**src/rtl/fetch_realigner_pkg.sv**
```systemverilog
// Shared types and constants for the fetch realigner and its compressed decoder.
// Holds the output-register entry layout, the halfwords-per-fetch-word count and
// the RV base opcodes the decoder expands compressed instructions into.
package fetch_realigner_pkg;

  localparam int FETCH_HW_PER_WORD = 2;

  // Width of the address field stored in an output entry; the top-level VLEN
  // must not exceed this.
  localparam int FR_VLEN = 64;

  localparam logic [6:0] OPC_LOAD     = 7'b0000011;
  localparam logic [6:0] OPC_LOAD_FP  = 7'b0000111;
  localparam logic [6:0] OPC_OP_IMM   = 7'b0010011;
  localparam logic [6:0] OPC_OP_IMM32 = 7'b0011011;
  localparam logic [6:0] OPC_STORE    = 7'b0100011;
  localparam logic [6:0] OPC_STORE_FP = 7'b0100111;
  localparam logic [6:0] OPC_OP       = 7'b0110011;
  localparam logic [6:0] OPC_LUI      = 7'b0110111;
  localparam logic [6:0] OPC_OP32     = 7'b0111011;
  localparam logic [6:0] OPC_BRANCH   = 7'b1100011;
  localparam logic [6:0] OPC_JALR     = 7'b1100111;
  localparam logic [6:0] OPC_JAL      = 7'b1101111;

  typedef struct packed {
    logic [FR_VLEN-1:0] addr;
    logic [31:0]        instr;
    logic               is_compressed;
    logic               illegal;
  } fetch_realign_entry_t;

endpackage

```
**src/rtl/fetch_realigner_compressed_decoder.sv**
```systemverilog
// Expands RV64C compressed instructions to their 32-bit equivalents.
// Latency: purely combinational. Backpressure: none (no handshake).
// Ports: instr_i (32-bit word, lower half is the compressed candidate),
//   instr_o (expanded, or zero-extended raw halfword if illegal),
//   illegal_instr_o, is_compressed_o (instr_i[1:0] != 2'b11).
module compressed_decoder
  import fetch_realigner_pkg::*;
(
  input  logic [31:0] instr_i,
  output logic [31:0] instr_o,
  output logic        illegal_instr_o,
  output logic        is_compressed_o
);

  logic [15:0] c;
  logic [31:0] x_instr;
  logic        x_ill;

  assign c = instr_i[15:0];

  always_comb begin
    x_instr = 32'h0;
    x_ill   = 1'b0;
    case (c[1:0])
      2'b00: begin
        case (c[15:13])
          3'b000: begin // c.addi4spn; a zero immediate (incl. all-zero halfword) is illegal
            x_instr = {2'b0, c[10:7], c[12:11], c[5], c[6], 2'b00, 5'd2, 3'b000, 2'b01, c[4:2], OPC_OP_IMM};
            x_ill   = (c[12:5] == 8'h0);
          end
          3'b001: x_instr = {4'b0, c[6:5], c[12:10], 3'b000, 2'b01, c[9:7], 3'b011, 2'b01, c[4:2], OPC_LOAD_FP};
          3'b010: x_instr = {5'b0, c[5], c[12:10], c[6], 2'b00, 2'b01, c[9:7], 3'b010, 2'b01, c[4:2], OPC_LOAD};
          3'b011: x_instr = {4'b0, c[6:5], c[12:10], 3'b000, 2'b01, c[9:7], 3'b011, 2'b01, c[4:2], OPC_LOAD};
          3'b101: x_instr = {4'b0, c[6:5], c[12], 2'b01, c[4:2], 2'b01, c[9:7], 3'b011, c[11:10], 3'b000, OPC_STORE_FP};
          3'b110: x_instr = {5'b0, c[5], c[12], 2'b01, c[4:2], 2'b01, c[9:7], 3'b010, c[11:10], c[6], 2'b00, OPC_STORE};
          3'b111: x_instr = {4'b0, c[6:5], c[12], 2'b01, c[4:2], 2'b01, c[9:7], 3'b011, c[11:10], 3'b000, OPC_STORE};
          default: x_ill = 1'b1;
        endcase
      end
      2'b01: begin
        case (c[15:13])
          3'b000: x_instr = {{6{c[12]}}, c[12], c[6:2], c[11:7], 3'b000, c[11:7], OPC_OP_IMM};
          3'b001: begin // c.addiw, rd=0 reserved
            x_instr = {{6{c[12]}}, c[12], c[6:2], c[11:7], 3'b000, c[11:7], OPC_OP_IMM32};
            x_ill   = (c[11:7] == 5'd0);
          end
          3'b010: x_instr = {{6{c[12]}}, c[12], c[6:2], 5'd0, 3'b000, c[11:7], OPC_OP_IMM};
          3'b011: begin
            if (c[11:7] == 5'd2) begin // c.addi16sp
              x_instr = {{2{c[12]}}, c[12], c[4:3], c[5], c[2], c[6], 4'b0, 5'd2, 3'b000, 5'd2, OPC_OP_IMM};
            end else begin // c.lui
              x_instr = {{14{c[12]}}, c[12], c[6:2], c[11:7], OPC_LUI};
            end
            x_ill = ({c[12], c[6:2]} == 6'd0);
          end
          3'b100: begin
            case (c[11:10])
              2'b00: x_instr = {6'b000000, c[12], c[6:2], 2'b01, c[9:7], 3'b101, 2'b01, c[9:7], OPC_OP_IMM};
              2'b01: x_instr = {6'b010000, c[12], c[6:2], 2'b01, c[9:7], 3'b101, 2'b01, c[9:7], OPC_OP_IMM};
              2'b10: x_instr = {{6{c[12]}}, c[12], c[6:2], 2'b01, c[9:7], 3'b111, 2'b01, c[9:7], OPC_OP_IMM};
              default: begin
                case ({c[12], c[6:5]})
                  3'b000: x_instr = {7'b0100000, 2'b01, c[4:2], 2'b01, c[9:7], 3'b000, 2'b01, c[9:7], OPC_OP};
                  3'b001: x_instr = {7'b0000000, 2'b01, c[4:2], 2'b01, c[9:7], 3'b100, 2'b01, c[9:7], OPC_OP};
                  3'b010: x_instr = {7'b0000000, 2'b01, c[4:2], 2'b01, c[9:7], 3'b110, 2'b01, c[9:7], OPC_OP};
                  3'b011: x_instr = {7'b0000000, 2'b01, c[4:2], 2'b01, c[9:7], 3'b111, 2'b01, c[9:7], OPC_OP};
                  3'b100: x_instr = {7'b0100000, 2'b01, c[4:2], 2'b01, c[9:7], 3'b000, 2'b01, c[9:7], OPC_OP32};
                  3'b101: x_instr = {7'b0000000, 2'b01, c[4:2], 2'b01, c[9:7], 3'b000, 2'b01, c[9:7], OPC_OP32};
                  default: x_ill = 1'b1;
                endcase
              end
            endcase
          end
          3'b101: x_instr = {c[12], c[8], c[10:9], c[6], c[7], c[2], c[11], c[5:3], c[12], {8{c[12]}}, 5'd0, OPC_JAL};
          default: // c.beqz / c.bnez, funct3 taken from c[13]
            x_instr = {{4{c[12]}}, c[6:5], c[2], 5'd0, 2'b01, c[9:7], 2'b00, c[13], c[11:10], c[4:3], c[12], OPC_BRANCH};
        endcase
      end
      2'b10: begin
        case (c[15:13])
          3'b000: x_instr = {6'b0, c[12], c[6:2], c[11:7], 3'b001, c[11:7], OPC_OP_IMM};
          3'b001: x_instr = {3'b0, c[4:2], c[12], c[6:5], 3'b000, 5'd2, 3'b011, c[11:7], OPC_LOAD_FP};
          3'b010: begin
            x_instr = {4'b0, c[3:2], c[12], c[6:4], 2'b00, 5'd2, 3'b010, c[11:7], OPC_LOAD};
            x_ill   = (c[11:7] == 5'd0);
          end
          3'b011: begin
            x_instr = {3'b0, c[4:2], c[12], c[6:5], 3'b000, 5'd2, 3'b011, c[11:7], OPC_LOAD};
            x_ill   = (c[11:7] == 5'd0);
          end
          3'b100: begin
            if (!c[12]) begin
              if (c[6:2] == 5'd0) begin // c.jr
                x_instr = {12'b0, c[11:7], 3'b000, 5'd0, OPC_JALR};
                x_ill   = (c[11:7] == 5'd0);
              end else begin // c.mv
                x_instr = {7'b0, c[6:2], 5'd0, 3'b000, c[11:7], OPC_OP};
              end
            end else if (c[6:2] == 5'd0) begin
              if (c[11:7] == 5'd0) x_instr = 32'h00100073; // c.ebreak
              else                 x_instr = {12'b0, c[11:7], 3'b000, 5'd1, OPC_JALR};
            end else begin // c.add
              x_instr = {7'b0, c[6:2], c[11:7], 3'b000, c[11:7], OPC_OP};
            end
          end
          3'b101: x_instr = {3'b0, c[9:7], c[12], c[6:2], 5'd2, 3'b011, c[11:10], 3'b000, OPC_STORE_FP};
          3'b110: x_instr = {4'b0, c[8:7], c[12], c[6:2], 5'd2, 3'b010, c[11:9], 2'b00, OPC_STORE};
          default: x_instr = {3'b0, c[9:7], c[12], c[6:2], 5'd2, 3'b011, c[11:10], 3'b000, OPC_STORE};
        endcase
      end
      default: x_instr = instr_i;
    endcase
  end

  always_comb begin
    is_compressed_o = (instr_i[1:0] != 2'b11);
    illegal_instr_o = 1'b0;
    instr_o         = instr_i;
    if (is_compressed_o) begin
      illegal_instr_o = x_ill;
      instr_o         = x_ill ? {16'h0, c} : x_instr;
    end
  end

endmodule

```
**src/rtl/fetch_realigner.sv**
```systemverilog
// Splits 32-bit fetch words into 16/32-bit instructions (incl. word-straddling ones) and expands them.
// Latency: word accepted in cycle N yields its first instruction on instr_valid_o in cycle N+2.
// Backpressure: instr_ready_i low holds the output register; fetch_ready_o drops until the buffered word is consumed.
// Ports: clk_i/rst_ni (async active-low), flush_i drops all buffered state; fetch_* valid/ready word input
//   (fetch_addr_i[1] selects start halfword); instr_* valid/ready expanded-instruction output with address,
//   is_compressed_o and illegal_instr_o. Optional FETCH_REALIGNER_STATS_EN adds cnt_compressed_o / cnt_straddle_o.
module fetch_realigner
  import fetch_realigner_pkg::*;
#(
  parameter int unsigned VLEN = 64
) (
  input  logic            clk_i,
  input  logic            rst_ni,
  input  logic            flush_i,
  input  logic            fetch_valid_i,
  output logic            fetch_ready_o,
  input  logic [31:0]     fetch_data_i,
  input  logic [VLEN-1:0] fetch_addr_i,
  output logic            instr_valid_o,
  input  logic            instr_ready_i,
  output logic [31:0]     instr_o,
  output logic [VLEN-1:0] instr_addr_o,
  output logic            is_compressed_o,
`ifdef FETCH_REALIGNER_STATS_EN
  output logic [31:0]     cnt_compressed_o,
  output logic [31:0]     cnt_straddle_o,
`endif
  output logic            illegal_instr_o
);

  logic [31:0]          buf_q, buf_d;
  logic [VLEN-1:0]      buf_addr_q, buf_addr_d;
  logic                 buf_valid_q, buf_valid_d;
  logic                 hw_ptr_q, hw_ptr_d;
  logic [15:0]          strad_q, strad_d;
  logic [VLEN-1:0]      strad_addr_q, strad_addr_d;
  logic                 strad_valid_q, strad_valid_d;
  fetch_realign_entry_t out_q, out_d;
  logic                 out_valid_q, out_valid_d;

  logic            slot_free, step, accept;
  logic            emit, word_done, set_hw1, strad_emit, strad_cap;
  logic [31:0]     dec_in, dec_out;
  logic            dec_ill, dec_comp;
  logic [VLEN-1:0] emit_addr, upper_addr;

  assign slot_free  = !out_valid_q || instr_ready_i;
  assign step       = buf_valid_q && slot_free;
  // buf_addr_q is word-aligned, so the upper halfword address needs no adder.
  assign upper_addr = {buf_addr_q[VLEN-1:2], 2'b10};

  // Extract decision for the current buffered word, in priority order.
  always_comb begin
    dec_in     = 32'h0;
    emit_addr  = '0;
    emit       = 1'b0;
    word_done  = 1'b0;
    set_hw1    = 1'b0;
    strad_emit = 1'b0;
    strad_cap  = 1'b0;
    if (step) begin
      if (strad_valid_q) begin
        dec_in     = {buf_q[15:0], strad_q};
        emit_addr  = strad_addr_q;
        emit       = 1'b1;
        strad_emit = 1'b1;
        set_hw1    = 1'b1;
      end else if (!hw_ptr_q) begin
        emit_addr = buf_addr_q;
        emit      = 1'b1;
        if (buf_q[1:0] != 2'b11) begin
          dec_in  = {16'h0, buf_q[15:0]};
          set_hw1 = 1'b1;
        end else begin
          dec_in    = buf_q;
          word_done = 1'b1;
        end
      end else if (buf_q[17:16] != 2'b11) begin
        dec_in    = {16'h0, buf_q[31:16]};
        emit_addr = upper_addr;
        emit      = 1'b1;
        word_done = 1'b1;
      end else begin
        // Upper half begins a 32-bit instruction: park it until the next word.
        strad_cap = 1'b1;
        word_done = 1'b1;
      end
    end
  end

  compressed_decoder u_dec (
    .instr_i         (dec_in),
    .instr_o         (dec_out),
    .illegal_instr_o (dec_ill),
    .is_compressed_o (dec_comp)
  );

  assign fetch_ready_o = !flush_i && (!buf_valid_q || word_done);
  assign accept        = fetch_valid_i && fetch_ready_o;

  always_comb begin
    buf_d         = buf_q;
    buf_addr_d    = buf_addr_q;
    buf_valid_d   = buf_valid_q;
    hw_ptr_d      = hw_ptr_q;
    strad_d       = strad_q;
    strad_addr_d  = strad_addr_q;
    strad_valid_d = strad_valid_q;
    out_d         = out_q;
    out_valid_d   = out_valid_q;

    if (set_hw1)    hw_ptr_d      = 1'b1;
    if (strad_emit) strad_valid_d = 1'b0;
    if (strad_cap) begin
      strad_d       = buf_q[31:16];
      strad_addr_d  = upper_addr;
      strad_valid_d = 1'b1;
    end
    if (word_done) buf_valid_d = 1'b0;
    if (accept) begin
      buf_d       = fetch_data_i;
      buf_addr_d  = {fetch_addr_i[VLEN-1:2], 2'b00};
      hw_ptr_d    = fetch_addr_i[1];
      buf_valid_d = 1'b1;
    end

    if (slot_free) begin
      out_valid_d = emit;
      if (emit) begin
        out_d.addr          = FR_VLEN'(emit_addr);
        out_d.instr         = dec_out;
        out_d.is_compressed = dec_comp;
        out_d.illegal       = dec_ill;
      end
    end

    if (flush_i) begin
      buf_valid_d   = 1'b0;
      strad_valid_d = 1'b0;
      out_valid_d   = 1'b0;
      hw_ptr_d      = 1'b0;
    end
  end

  always_ff @(posedge clk_i or negedge rst_ni) begin
    if (!rst_ni) begin
      buf_q         <= '0;
      buf_addr_q    <= '0;
      buf_valid_q   <= 1'b0;
      hw_ptr_q      <= 1'b0;
      strad_q       <= '0;
      strad_addr_q  <= '0;
      strad_valid_q <= 1'b0;
      out_q         <= '0;
      out_valid_q   <= 1'b0;
    end else begin
      buf_q         <= buf_d;
      buf_addr_q    <= buf_addr_d;
      buf_valid_q   <= buf_valid_d;
      hw_ptr_q      <= hw_ptr_d;
      strad_q       <= strad_d;
      strad_addr_q  <= strad_addr_d;
      strad_valid_q <= strad_valid_d;
      out_q         <= out_d;
      out_valid_q   <= out_valid_d;
    end
  end

  assign instr_valid_o   = out_valid_q;
  assign instr_o         = out_q.instr;
  assign instr_addr_o    = out_q.addr[VLEN-1:0];
  assign is_compressed_o = out_q.is_compressed;
  assign illegal_instr_o = out_q.illegal;

`ifdef FETCH_REALIGNER_STATS_EN
  logic [31:0] cnt_compressed_q, cnt_compressed_d;
  logic [31:0] cnt_straddle_q, cnt_straddle_d;

  // Counters survive flush; a straddle emit discarded by a same-cycle flush is not counted.
  always_comb begin
    cnt_compressed_d = cnt_compressed_q;
    cnt_straddle_d   = cnt_straddle_q;
    if (out_valid_q && instr_ready_i && out_q.is_compressed) cnt_compressed_d = cnt_compressed_q + 32'd1;
    if (strad_emit && !flush_i)                              cnt_straddle_d   = cnt_straddle_q + 32'd1;
  end

  always_ff @(posedge clk_i or negedge rst_ni) begin
    if (!rst_ni) begin
      cnt_compressed_q <= '0;
      cnt_straddle_q   <= '0;
    end else begin
      cnt_compressed_q <= cnt_compressed_d;
      cnt_straddle_q   <= cnt_straddle_d;
    end
  end

  assign cnt_compressed_o = cnt_compressed_q;
  assign cnt_straddle_o   = cnt_straddle_q;
`endif

endmodule

```
**config.mk**
```make
export PLATFORM = sky130hd
export DESIGN_NAME = fetch_realigner
export DESIGN_NICKNAME = d
export VERILOG_FILES = /design/src/rtl/fetch_realigner_pkg.sv /design/src/rtl/fetch_realigner_compressed_decoder.sv /design/src/rtl/fetch_realigner.sv
export SDC_FILE = /design/constraint.sdc
export NUM_CORES = 1
export LEC_CHECK = 0
export ABC_AREA = 1
export CAP_MARGIN = 25
export CORE_UTILIZATION = 40
export DETAILED_ROUTE_END_ITERATION = 7
export PLACE_DENSITY = 0.63
export SLEW_MARGIN = 20
export SYNTH_ARGS = -nofsm -noshare
export SYNTH_HDL_FRONTEND = slang
export SYNTH_HIERARCHICAL = 1
export SYNTH_SLANG_ARGS = --single-unit
```
**constraint.sdc**
```tcl
create_clock -name clk_i -period 2.7 [get_ports clk_i]
set_clock_uncertainty 0.15 [all_clocks]
set_input_delay 0.81 -clock clk_i [delete_from_list [all_inputs] [get_ports clk_i]]
set_output_delay 0.81 -clock clk_i [all_outputs]
set_load 0.005 [all_outputs]
```
==> reports/metrics.cfg, run 1 <==
[clock_network]
clkSinkCount = 274
clk_pin_slew_ns = 0.06
clock_path_buffers = 3
tritoncts = done
insertion_delay_ns = 0.59
cts_root_buf = clkbuf_16
numCtsBuffers = 30
cts_max_level = 1

[worst_setup_path]
cpMaxStageDelayCell = dfrtp_4
rr_startpoint = strad_valid_q$_DFFE_PN0P_
cp_top_family = simple AND/OR/NAND/NOR gates
path_max_fanout = 6
crit_path_end_kind = register
crit_type = reg -> reg
critical_path.max_stage_delay_ns = 0.54
timing.critical_path.buf_inv = 4
arrival_ns = 3.04
cp-start-kind = register
crit_chain = nor2_4 > nand2_2 > clkinv_4 > nand2_2 > a21oi_4 > buf_6 > buf_12 > nor2_8 > nand2_4 > nor2_2 > nand2_1 > nand2_1 > nand2_2 > buf_6 > nand4_4 > nor2_1 > nor2_2 > nand2_1 > nand2_1
cp-startpoint = strad_valid_q$_DFFE_PN0P_
worst_ep_required_time_ns = 2.99
cp_common_cell = nand2_1

[layout]
drive_above_1_share_pct = 22.80
final_nets = 2270
syn2layout_area_growth_pct = 46.92
n_fill_cell = 3051
n_antenna_cell = 0

[sta]
max_slew.worst_pin.slew_ns = 0.8504
relSlewSlack_pct = 43.31
grt_setup_unrepaired = true
setup_ws_ns = -0.05289
finalMaxSlewViolations = 0
fin_crit_ns = 2.753
finalCritPeriodShare_pct = 102.0
fmax_mhz = 363.3
hold_viol = 0
setup_viol = 11
timing.setup.tns_ns = -0.2856

[die]
die-area_sq_um = 35170
pin_count = 201
die_w_um = 187.5
rows = 67
initial_core_util_pct = 40.86
core_sq_um = 33700
die_h_um = 187.5

[outcome]
status = complete, but fails checks
violations = negative setup slack

[grt]
grt_pass1_wl_um = 81740
antenna_found_initial = 0
grt_usage_pct = 29.69
overflow = 0
grt_start_max_net_pins = 101
grt_pass1_vias = 14040

[pwr]
power.leakage_nw = 9.750
switching_share_pct = 31.72
intPower_mw = 10.21
comb_power_share_pct = 30.8
pwr-share-clk_pct = 31.2
ir_drop_uv = 523.3
power.density_nw_per_um2 = 739.4
p_switching_mw = 4.745
power.sequential.fraction_pct = 38.0

[hold_path]
hp-class = reg -> reg
min_from = strad_addr_q[1]$_DFFE_PN0P_

[synth]
avgSynthCellArea_sq_um = 7.570
yosysWarnings = 6
synth-seq-cells = 274
ys_types = 40
synth_nets = 1920
synth_cells = 1819
yosysSeqAreaShare_pct = 49.80
synth_area_sq_um = 13770

[placement]
dp_hpwl_um = 35300
place_congestion = 0.9829
port_buffers = 198
pre_cts_slack_ns = -1.150

[routing]
dr_total_vias = 14070
route.detailed.drc = 0
wire_per_inst_um = 19.73
routed_wl_um = 52110
antenna_left = 0
firstDrtPassIters = 5
first_iter_violations = 1023
drt-vias-per-instance = 5.329

[job]
drv_cap = 0

-- worst paths after layout --
| check | end | slack (ns) | cells after the start |
|---|---|---|---|
| worst min-delay path | strad_addr_q[1]$_DFFE_PN0P_ | 0.31 | 2 |
| worst max-delay path | instr_o[13]$_DFFE_PN0P_ | -0.05 | 19 |
| worst max register to register | instr_o[13]$_DFFE_PN0P_ | -0.05 | 19 |
| worst min register to register | strad_addr_q[1]$_DFFE_PN0P_ | 0.31 | 2 |
| min in group asynchronous | buf_addr_q[7]$_DFFE_PN0P_ | 0.50 | 2 |
| max in group asynchronous | strad_addr_q[37]$_DFFE_PN0P_ | 1.06 | 3 |
-- placed cells by master, fill, tap and decap left out, types with 28 or more instances in the layout --
cell,instances
buf_6,43
clkbuf_16,32
a31oi_1,64
clkdlybuf4s50_1,194
nand2_1,646
nand3_1,268
inv_1,42
nor2_1,91
buf_4,169
nand2_2,45
a21oi_1,28
dfrtp_1,273
-- stage by stage --
step / area [sq um] / std cells / hold slack, ns / util, % / power [mW]
floorplan: 13850 / 1819 / 0.2845 / - / 7.468
detailed placement: 17580 / 2540 / 0.3007 / 52.16 / 9.689
global route: 20230 / 2641 / 0.3356 / 60.03 / 15.73
global placement: 17580 / 2540 / 0.2982 / 52.16 / 9.660
CTS: 19700 / 2630 / 0.3160 / 58.46 / 14.83
finish: 20230 / 2641 / 0.3135 / 60.03 / 14.96
-- sequential cells by signal, summed over array words and instances, names as in the netlist --
register         count
strad_q             16
instr_valid_o        1
buf_valid_q          1
buf_addr_q          62
hw_ptr_q             1
instr_o             32
is_compressed_o      1
strad_valid_q        1
instr_addr_o        63
buf_q               32
illegal_instr_o      1
strad_addr_q        63
-- kinds of logic (layout without fill, tap and decap cells) --
kind of cell,after synthesis,after routing,synth area share (%)
AND/OR/NAND/NOR,1151,1153,35.52
AO/OA/AOI/OAI,196,196,8.360
other,1,1,0.02723
flip-flops,274,274,49.80
buffers and inverters,197,569,6.297
-- synth_stat cells (all sizes together) --
cell type	n	area (sq um)
a211oi	1	12.51
conb	1	3.750
a22oi	16	120.1
o211ai	4	30.03
buf	64	365.4
inv	68	257.8
dfrtp	274	6857
o21ai	49	245.2
a32oi	1	8.760
nand2	709	2709
nand3b	3	22.52
o21bai	1	7.510
a21oi	52	267.8
clkbuf	64	240.2
o22ai	2	12.51
nor4	1	6.260
o311ai	1	8.760
a21boi	2	15.01
nand4	26	168.9
o31ai	1	7.510
clkinv	1	3.750
nor3	3	15.01
a31oi	65	406.6
a221oi	1	8.760
nand3	284	1436
nor2	125	533.0
-- cell type report --
cell class / instances / area [sq um] / area share (%)
multi-input cells: 1350 / 6892 / 34.07
clock buffers: 41 / 882.1 / 4.360
repair buffers: 444 / 4459 / 22.04
flip-flops and latches: 274 / 6860 / 33.91
clock inverters: 15 / 271.5 / 1.342
inverters: 69 / 305.3 / 1.509
well taps: 448 / 560.5 / 2.771
-- routing by layer --
metal	vias up	GRT usage (%)	wire length (um)
li1	6693	-	-
met1	6779	41.09	22620
met2	512	49.17	24780
met3	90	3.444	3239
met4	0	8.255	1468
met5	-	0	0
-- power by group through the flow --
stage	clock network (mW)	logic [mW]	registers [mW]
floorplan	0	1.88	5.59
global placement	0	3.96	5.70
detailed placement	0	3.97	5.71
CTS	4.74	4.42	5.67
global route	4.92	5.02	5.79
finish	4.67	4.61	5.68
-- worst reg2reg max path, cell delays in order (launching register included) --
cell and delay, ns:
dfrtp_4 0.54, nor2_4 0.15, nand2_2 0.08, clkinv_4 0.09, nand2_2 0.08, a21oi_4 0.17, buf_6 0.14, buf_12 0.11
nor2_8 0.03, nand2_4 0.10, nor2_2 0.05, nand2_1 0.06, nand2_1 0.06, nand2_2 0.09, buf_6 0.14, nand4_4 0.20
nor2_1 0.20, nor2_2 0.05, nand2_1 0.06, nand2_1 0.06
-- what timing repair did --
action,CTS,global route
pin swaps,35,55
hold endpoints to repair,18,0
gates resized for setup,160,129
hold buffers,1,0
gates cloned,7,2
setup endpoints to repair,33,34
setup buffers,26,13
Note: power is estimated with default switching activity, not from simulation.
==> run 2, diff against run 1 <==
Settings changed: CAP_MARGIN 25 to unset.
==> results of run 2 <==
Final layout, timing and power as in run 1 (identical DEF).
